===== config.mk =====
export PLATFORM = sky130hd
export DESIGN_NAME = rtc_match_irq
export DESIGN_NICKNAME = d
export VERILOG_FILES = /design/src/rtl/rtc_pkg.sv /design/src/rtl/rtc_blank_timer.sv /design/src/rtl/rtc_match_irq.sv
export SDC_FILE = /design/constraint.sdc
export NUM_CORES = 1
export LEC_CHECK = 0
export CORE_MARGIN = 2
export CORE_UTILIZATION = 30
export DETAILED_ROUTE_END_ITERATION = 7
export RECOVER_POWER = 50
export SYNTH_ARGS = -nofsm -noshare
export SYNTH_HDL_FRONTEND = slang
export SYNTH_SLANG_ARGS = --single-unit

===== constraint.sdc =====
create_clock -name PCLK -period 1.7 [get_ports PCLK]
set_clock_uncertainty 0.1 [all_clocks]
set_input_delay 0.51 -clock PCLK [delete_from_list [all_inputs] [get_ports PCLK]]
set_output_delay 0.51 -clock PCLK [all_outputs]
set_load 0.01 [all_outputs]

===== src/rtl/rtc_pkg.sv =====
// rtc_pkg: shared state encodings and sizing for the RTC match/interrupt stage
package rtc_pkg;
    localparam int RTC_DATA_W        = 32;
    localparam int RTC_BLANK_DEFAULT = 4;
    localparam int RTC_BLANK_W       = 3;
    typedef enum logic {ST_ARMED = 1'b0, ST_BLANK = 1'b1} rtc_state_t;
endpackage


===== src/rtl/rtc_blank_timer.sv =====
// rtc_blank_timer: reloadable down-counter flagging the last cycle of a blanking window
module rtc_blank_timer
    import rtc_pkg::*;
#(
    parameter int BLANK_CYCLES = RTC_BLANK_DEFAULT
) (
    input  logic PCLK,
    input  logic PRESET,
    input  logic load,
    output logic done
);
    logic [RTC_BLANK_W-1:0] cnt;

    always_ff @(posedge PCLK) begin
        if (PRESET || load) cnt <= RTC_BLANK_W'(BLANK_CYCLES);
        else if (cnt != '0) cnt <= cnt - 1'b1;
    end

    assign done = (cnt == RTC_BLANK_W'(1));
endmodule


===== src/rtl/rtc_match_irq.sv =====
// rtc_match_irq: detects RtcValue stepping onto MatchData and drives the RTC interrupt
module rtc_match_irq
    import rtc_pkg::*;
#(
    parameter int DATA_W       = RTC_DATA_W,
    parameter int BLANK_CYCLES = RTC_BLANK_DEFAULT
) (
    input  logic              PCLK,
    input  logic              PRESET,
    input  logic [DATA_W-1:0] RtcValue,
    input  logic [DATA_W-1:0] MatchData,
    input  logic              RTCEn,
    input  logic              WrenRTCLR,
    input  logic              WrenRTCMR,
    input  logic              WrenRTCICR,
    input  logic              ClrData,
    input  logic              IntMask,
    output logic              RawIntr,
    output logic              MaskedIntr,
    output logic              MissedMatch,
    output logic              RTCINTR
);
    rtc_state_t        state, state_nxt;
    logic [DATA_W-1:0] rtc_prev;
    logic              wr, blank_done, hit, clr;

    assign wr  = WrenRTCLR | WrenRTCMR;
    assign clr = WrenRTCICR & ClrData;
    // Only a change of RtcValue onto the match value fires, never static equality
    assign hit = (state == ST_ARMED) & RTCEn & (RtcValue != rtc_prev) & (RtcValue == MatchData);
    assign MaskedIntr = RawIntr & IntMask;

    rtc_blank_timer #(.BLANK_CYCLES(BLANK_CYCLES)) u_blank (
        .PCLK  (PCLK),
        .PRESET(PRESET),
        .load  (wr),
        .done  (blank_done)
    );

    always_comb begin
        state_nxt = wr ? ST_BLANK : (state == ST_BLANK && blank_done) ? ST_ARMED : state;
    end

    always_ff @(posedge PCLK) begin
        if (PRESET) begin
            state       <= ST_BLANK;
            rtc_prev    <= '0;
            RawIntr     <= 1'b0;
            MissedMatch <= 1'b0;
            RTCINTR     <= 1'b0;
        end else begin
            state       <= state_nxt;
            rtc_prev    <= RtcValue;
            RawIntr     <= hit | (RawIntr & ~clr);
            // A clear coinciding with a hit leaves the missed flag untouched
            MissedMatch <= (clr & ~hit) ? 1'b0 : (MissedMatch | (hit & RawIntr & ~clr));
            RTCINTR     <= RawIntr & IntMask;
        end
    end
endmodule


Word-level counts from Yosys, hierarchy flattened
Cells that the tools add are included.

storage, ports and cells
  register bits = 39
  output and inout bits = 4

cells by class
  add/sub/neg operators = 1
  eq/ne operators = 3
  bitwise logic cells = 15
  reduce and logical (&&, ||, !) cells = 5

operators with widths
  operator               number
  $eq A32 B32 Y1         1
  $ne A32 B32 Y1         1
  $and A1 B1 Y1          9
  $reduce_or A2 Y1       2
  $eq A3 B1 Y1 const B   1
  $not A1 Y1             3
  $or A1 B1 Y1           3
  $reduce_bool A3 Y1     1
  $sub A3 B1 Y3 const B  1
  $logic_and A1 B1 Y1    1
  $logic_or A1 B1 Y1     1

Logic depth before layout (Yosys ltp)
  word-level depth = 7
  depth in mapped cells = 6
  depth with buffers taken out = 6

Hierarchy
From an unflattened synthesis, not the netlist that was laid out.

second synthesis, totals
  cells, all modules = 193
  area, all modules = 1910.6 um2

modules (own cells, without submodules)
  module           times used  cells each  area each (um2)  seq. area each (um2)
  rtc_match_irq    1           175         1729.2           720.7
  rtc_blank_timer  1           18          181.4            60.1

Worst setup path before layout
No wires, ideal clock.

  kind = in2reg
  from = input RtcValue[0]
  to = register MissedMatch
  data arrival time = 1531 ps
  slack = 10 ps
  stages on the path = 6
  buffers on the path = 0
  cells stage by stage = xor2_1 > nor4_1 > nand4_1 > nor4_2 > o2111ai_1 > nand2_1

on the way
  word-level cells in the longest chain between the ends = 6
  elaborated cells between the ends (all ways) = 10
  classes of those cells = 2 x eq/ne; 7 x bitwise; 1 x reduce/logical

RTL lines
  element                                                  line                 source
  from (decl)                                              rtc_match_irq.sv:10  input logic [DATA_W-1:0] RtcValue,
  $ne A32 B32 Y1                                           rtc_match_irq.sv:30  assign hit = (state == ST_ARMED) & RTCEn & (RtcValue != rtc_prev) & (RtcValue == MatchData);
  $and A1 B1 Y1                                            rtc_match_irq.sv:30
  $and A1 B1 Y1 (*)                                        rtc_match_irq.sv:30
  $and A1 B1 Y1 / $not A1 Y1 (equally long branches)       rtc_match_irq.sv:56  MissedMatch <= (clr & ~hit) ? 1'b0 : (MissedMatch | (hit & RawIntr & ~clr));
  $and A1 B1 Y1                                            rtc_match_irq.sv:56
  $or A1 B1 Y1 / $reduce_or A2 Y1 (equally long branches)  n/a
  to (signal assigned)                                     rtc_match_irq.sv:56
  to (decl)                                                rtc_match_irq.sv:20  output logic MissedMatch,

Every way passes the cells marked *; elsewhere a longest branch is shown, timed or not.
A chain may end at the register's enable or synchronous reset.

Worst setup path after layout
  from = input RtcValue[30]
  to = register RawIntr

on the way
  word-level cells in the longest chain between the ends = 4
  elaborated cells between the ends (all ways) = 5
  classes of those cells = 2 x eq/ne; 3 x bitwise

RTL lines
  element               line                 source
  $ne A32 B32 Y1        rtc_match_irq.sv:30
  $and A1 B1 Y1         rtc_match_irq.sv:30
  $and A1 B1 Y1 (*)     rtc_match_irq.sv:30
  $or A1 B1 Y1 (*)      rtc_match_irq.sv:54  RawIntr <= hit | (RawIntr & ~clr);
  to (signal assigned)  rtc_match_irq.sv:54
  to (decl)             rtc_match_irq.sv:18  output logic RawIntr,

Marks and branches as above.

==> reports/qor.csv <==
metric,value,unit
synth_area_per_cell,9.89,sq um
path_buf_inv,2,
post_dp_cell_area,2890,sq um
fillers,593,
syn_to_final_growth,58.3,%
cts_hold_buf,0,
synth.distinct_cells,22,
post_cts_buffers,0,
ys_ff_latch,39,
rsz0062_at_grt,true,
setup_viol_count_final,0,
synth_top_area_share,41.8,%
fin_util,49.7,%
cts.clk_slew.worst_paths,0.08,ns
cts.sinks,39,
coreArea,5960,sq um
grt_max_degree,28,
synthTopCellsByCount,"dfxtp_1 (39), xnor2_1 (38), nor2b_1 (31)",
grt_usage,13.2,%
synthCells,189,
critPathTopFamily,simple AND/OR/NAND/NOR gates,
vdd_drop_max,468,uV
pre_cts_ws,-0.743,ns
antenna_cells,0,
ys_async_sr_fraction,0,%
avgRoutedWirePerCell,11.8,microns
synth-main-ff-cell,dfxtp_1,
synth_enable_flop_cells,0,
grt_pass1_vias,1585,
slew_headroom,79.2,%
wl_met2,2070,microns
setup_slack,0.00853,ns
ioPinCount,76,
critPathKind,in -> reg,
required,1.77,ns
dr.pass1.iters,4,
hpwl,3500,microns
max_freq,591,MHz
hold_path_end,rtc_prev[1]$_SDFF_PP0_,
yosysWarnings,0,
rrSetupSlack,0.22,ns
met3_length,248,microns
start_util,31.4,%
clk_latency,0.29,ns
tightest_slew,0.312,ns
min_period_over_period,99.5,%
routed_wl,4340,microns
cp_data_arrival_time,1.76,ns
r2r_cells,6,
synth_most_common_cell,dfxtp_1,
dieWidth,82.9,microns
port_buffers,75,
antenna_found_initial,0,
critPathMaxStageDelay,0.30,ns
nets,366,
r2r_end,RawIntr$_SDFF_PP0_,
cp_slowest_cell,nor4_1,
period_needed,1.69,ns
grt.overflow.total,0,
vias_per_cell,4.20,
drt_iter0_drc,43,
power.leakage,1.28,nW
holdPathStages,2,
final_antenna_net_count,0,
worstHoldPathType,in -> reg,
synth.area.top_cells,"dfxtp_1 (42%), xnor2_1 (18%), xor2_1 (13%), nor2b_1 (10%), nand4_1 (3.3%)",
crit_path_start_kind,input pin,
vias,1543,
gp_congestion,0.748,
crit_chain,"dlygate4sd2_1, buf_4, xnor2_2, nand4_1, nor4_1, nand2_1, a21oi_1, nor2_1",
drv_cap,0,
critPathMaxFanout,2,
status,"finished, final reports clean",
seqCellArea,781,sq um
rows,28,
hold_start,RtcValue[1],
multiInputGateArea,1190,sq um
endpoint_kind,flip-flop,
cts_tree,done,
hold_viol,0,
die-height,82.9,microns
die-area,6880,sq um
slew_viol_final,0,
synth_area,1870,sq um
grt_pass1_wl,7310,microns
cts_buffer_depth,2,
powerDensity,744,nW/um^2
cts_max_level,2,
drive_gt1_share,27.7,%
drt-met1-wl,1980,microns
root_buffer,clkbuf_8,
final_area,2960,sq um
cts_buffers,5,
yosys.area.top_type,dfxtp_1,
synth_nets,264,
topRoutingLayerUsed,met4,
r2r-start,rtc_prev[3]$_SDFF_PP0_,
route.detailed.drc,0,
ys_seq_area_share,41.8,%
==> through the flow <==
| stage | total power, mW | hold slack [ns] | std cells | setup TNS, ns |
|---|---|---|---|---|
| 3_5_place_dp | 1.45 | 0.351 | 359 | -1.97 |
| 5_1_grt | 2.31 | 0.339 | 367 | -0.0993 |
| 4_1_cts | 2.21 | 0.362 | 367 | 0 |
| 2_1_floorplan | 1.17 | 0.334 | 189 | 0 |
| 3_3_place_gp | 1.45 | 0.342 | 359 | -1.90 |
| 6_report | 2.20 | 0.349 | 367 | 0 |
==> sequential cells by signal (all words and copies together), names as in the netlist <==
register and flops:
MissedMatch 1, RTCINTR 1, RawIntr 1, rtc_prev 32
state 1, u_blank.cnt 3
==> where the power goes <==
part | leakage, nW | total, mW | internal [mW] | switching (mW)
clock | 0.0612 | 0.798 | 0.475 | 0.323
combinational | 0.897 | 0.424 | 0.255 | 0.169
sequential | 0.324 | 0.979 | 0.957 | 0.0218
total | 1.28 | 2.20 | 1.69 | 0.514
==> cell usage in the layout, fill, tap and decap left out, drive strengths merged, types with 3 or more instances in the layout <==
cell type	instances
nor3	3
xnor2	38
dlymetal6s2s	3
ha	3
clkdlybuf4s15	14
nor4	9
nand2	6
inv	5
clkbuf	30
dfxtp	39
nand4	10
buf	31
clkdlybuf4s50	7
and2	4
dlygate4sd2	18
nor2b	32
xor2	27
==> per-layer routing <==
layer / global-route usage [%] / vias to the layer above
met5: 0 / -
met4: 4.47 / 0
met3: 4.08 / 2
met2: 21.5 / 45
met1: 16.6 / 676
li1: - / 820
==> how the worst max path moves through the flow <==
stage | from | endpoint | slack (ns) | depth (start not counted)
2_1_floorplan | RtcValue[0] | MissedMatch$_SDFF_PP0_ | 0.01 | 6
3_3_place_gp | RtcValue[27] | MissedMatch$_SDFF_PP0_ | -0.70 | 7
3_5_place_dp | RtcValue[27] | MissedMatch$_SDFF_PP0_ | -0.74 | 7
4_1_cts | RtcValue[3] | MissedMatch$_SDFF_PP0_ | 0.0003 | 7
5_1_grt | RtcValue[30] | MissedMatch$_SDFF_PP0_ | -0.05 | 8
6_report | RtcValue[30] | RawIntr$_SDFF_PP0_ | 0.009 | 8
==> area by class of cell <==
class	instances	share of cell area, %
inverters	5	0.634
repair buffers	98	25.6
clock buffers	6	2.79
multi-input cells	142	40.2
clock inverters	2	1.18
well taps	75	3.17
flip-flops and latches	39	26.4
==> cell families (layout without fill, tap and decap cells) <==
logic type	Yosys count	in the layout	synth area share [%]
buf+inv	8	111	1.61
flops	39	39	41.8
xor+xnor	65	65	30.5
compound gates	5	5	1.81
simple gates	69	69	22.4
fa+ha+maj	3	3	2.01
==> timing repair <==
action | in CTS | in global routing
setup endpoints to repair | 6 | 2
pin swaps | 28 | 24
gates cloned | 0 | 0
gates resized for setup | 111 | 68
Note: power is estimated with default switching activity, not from simulation.
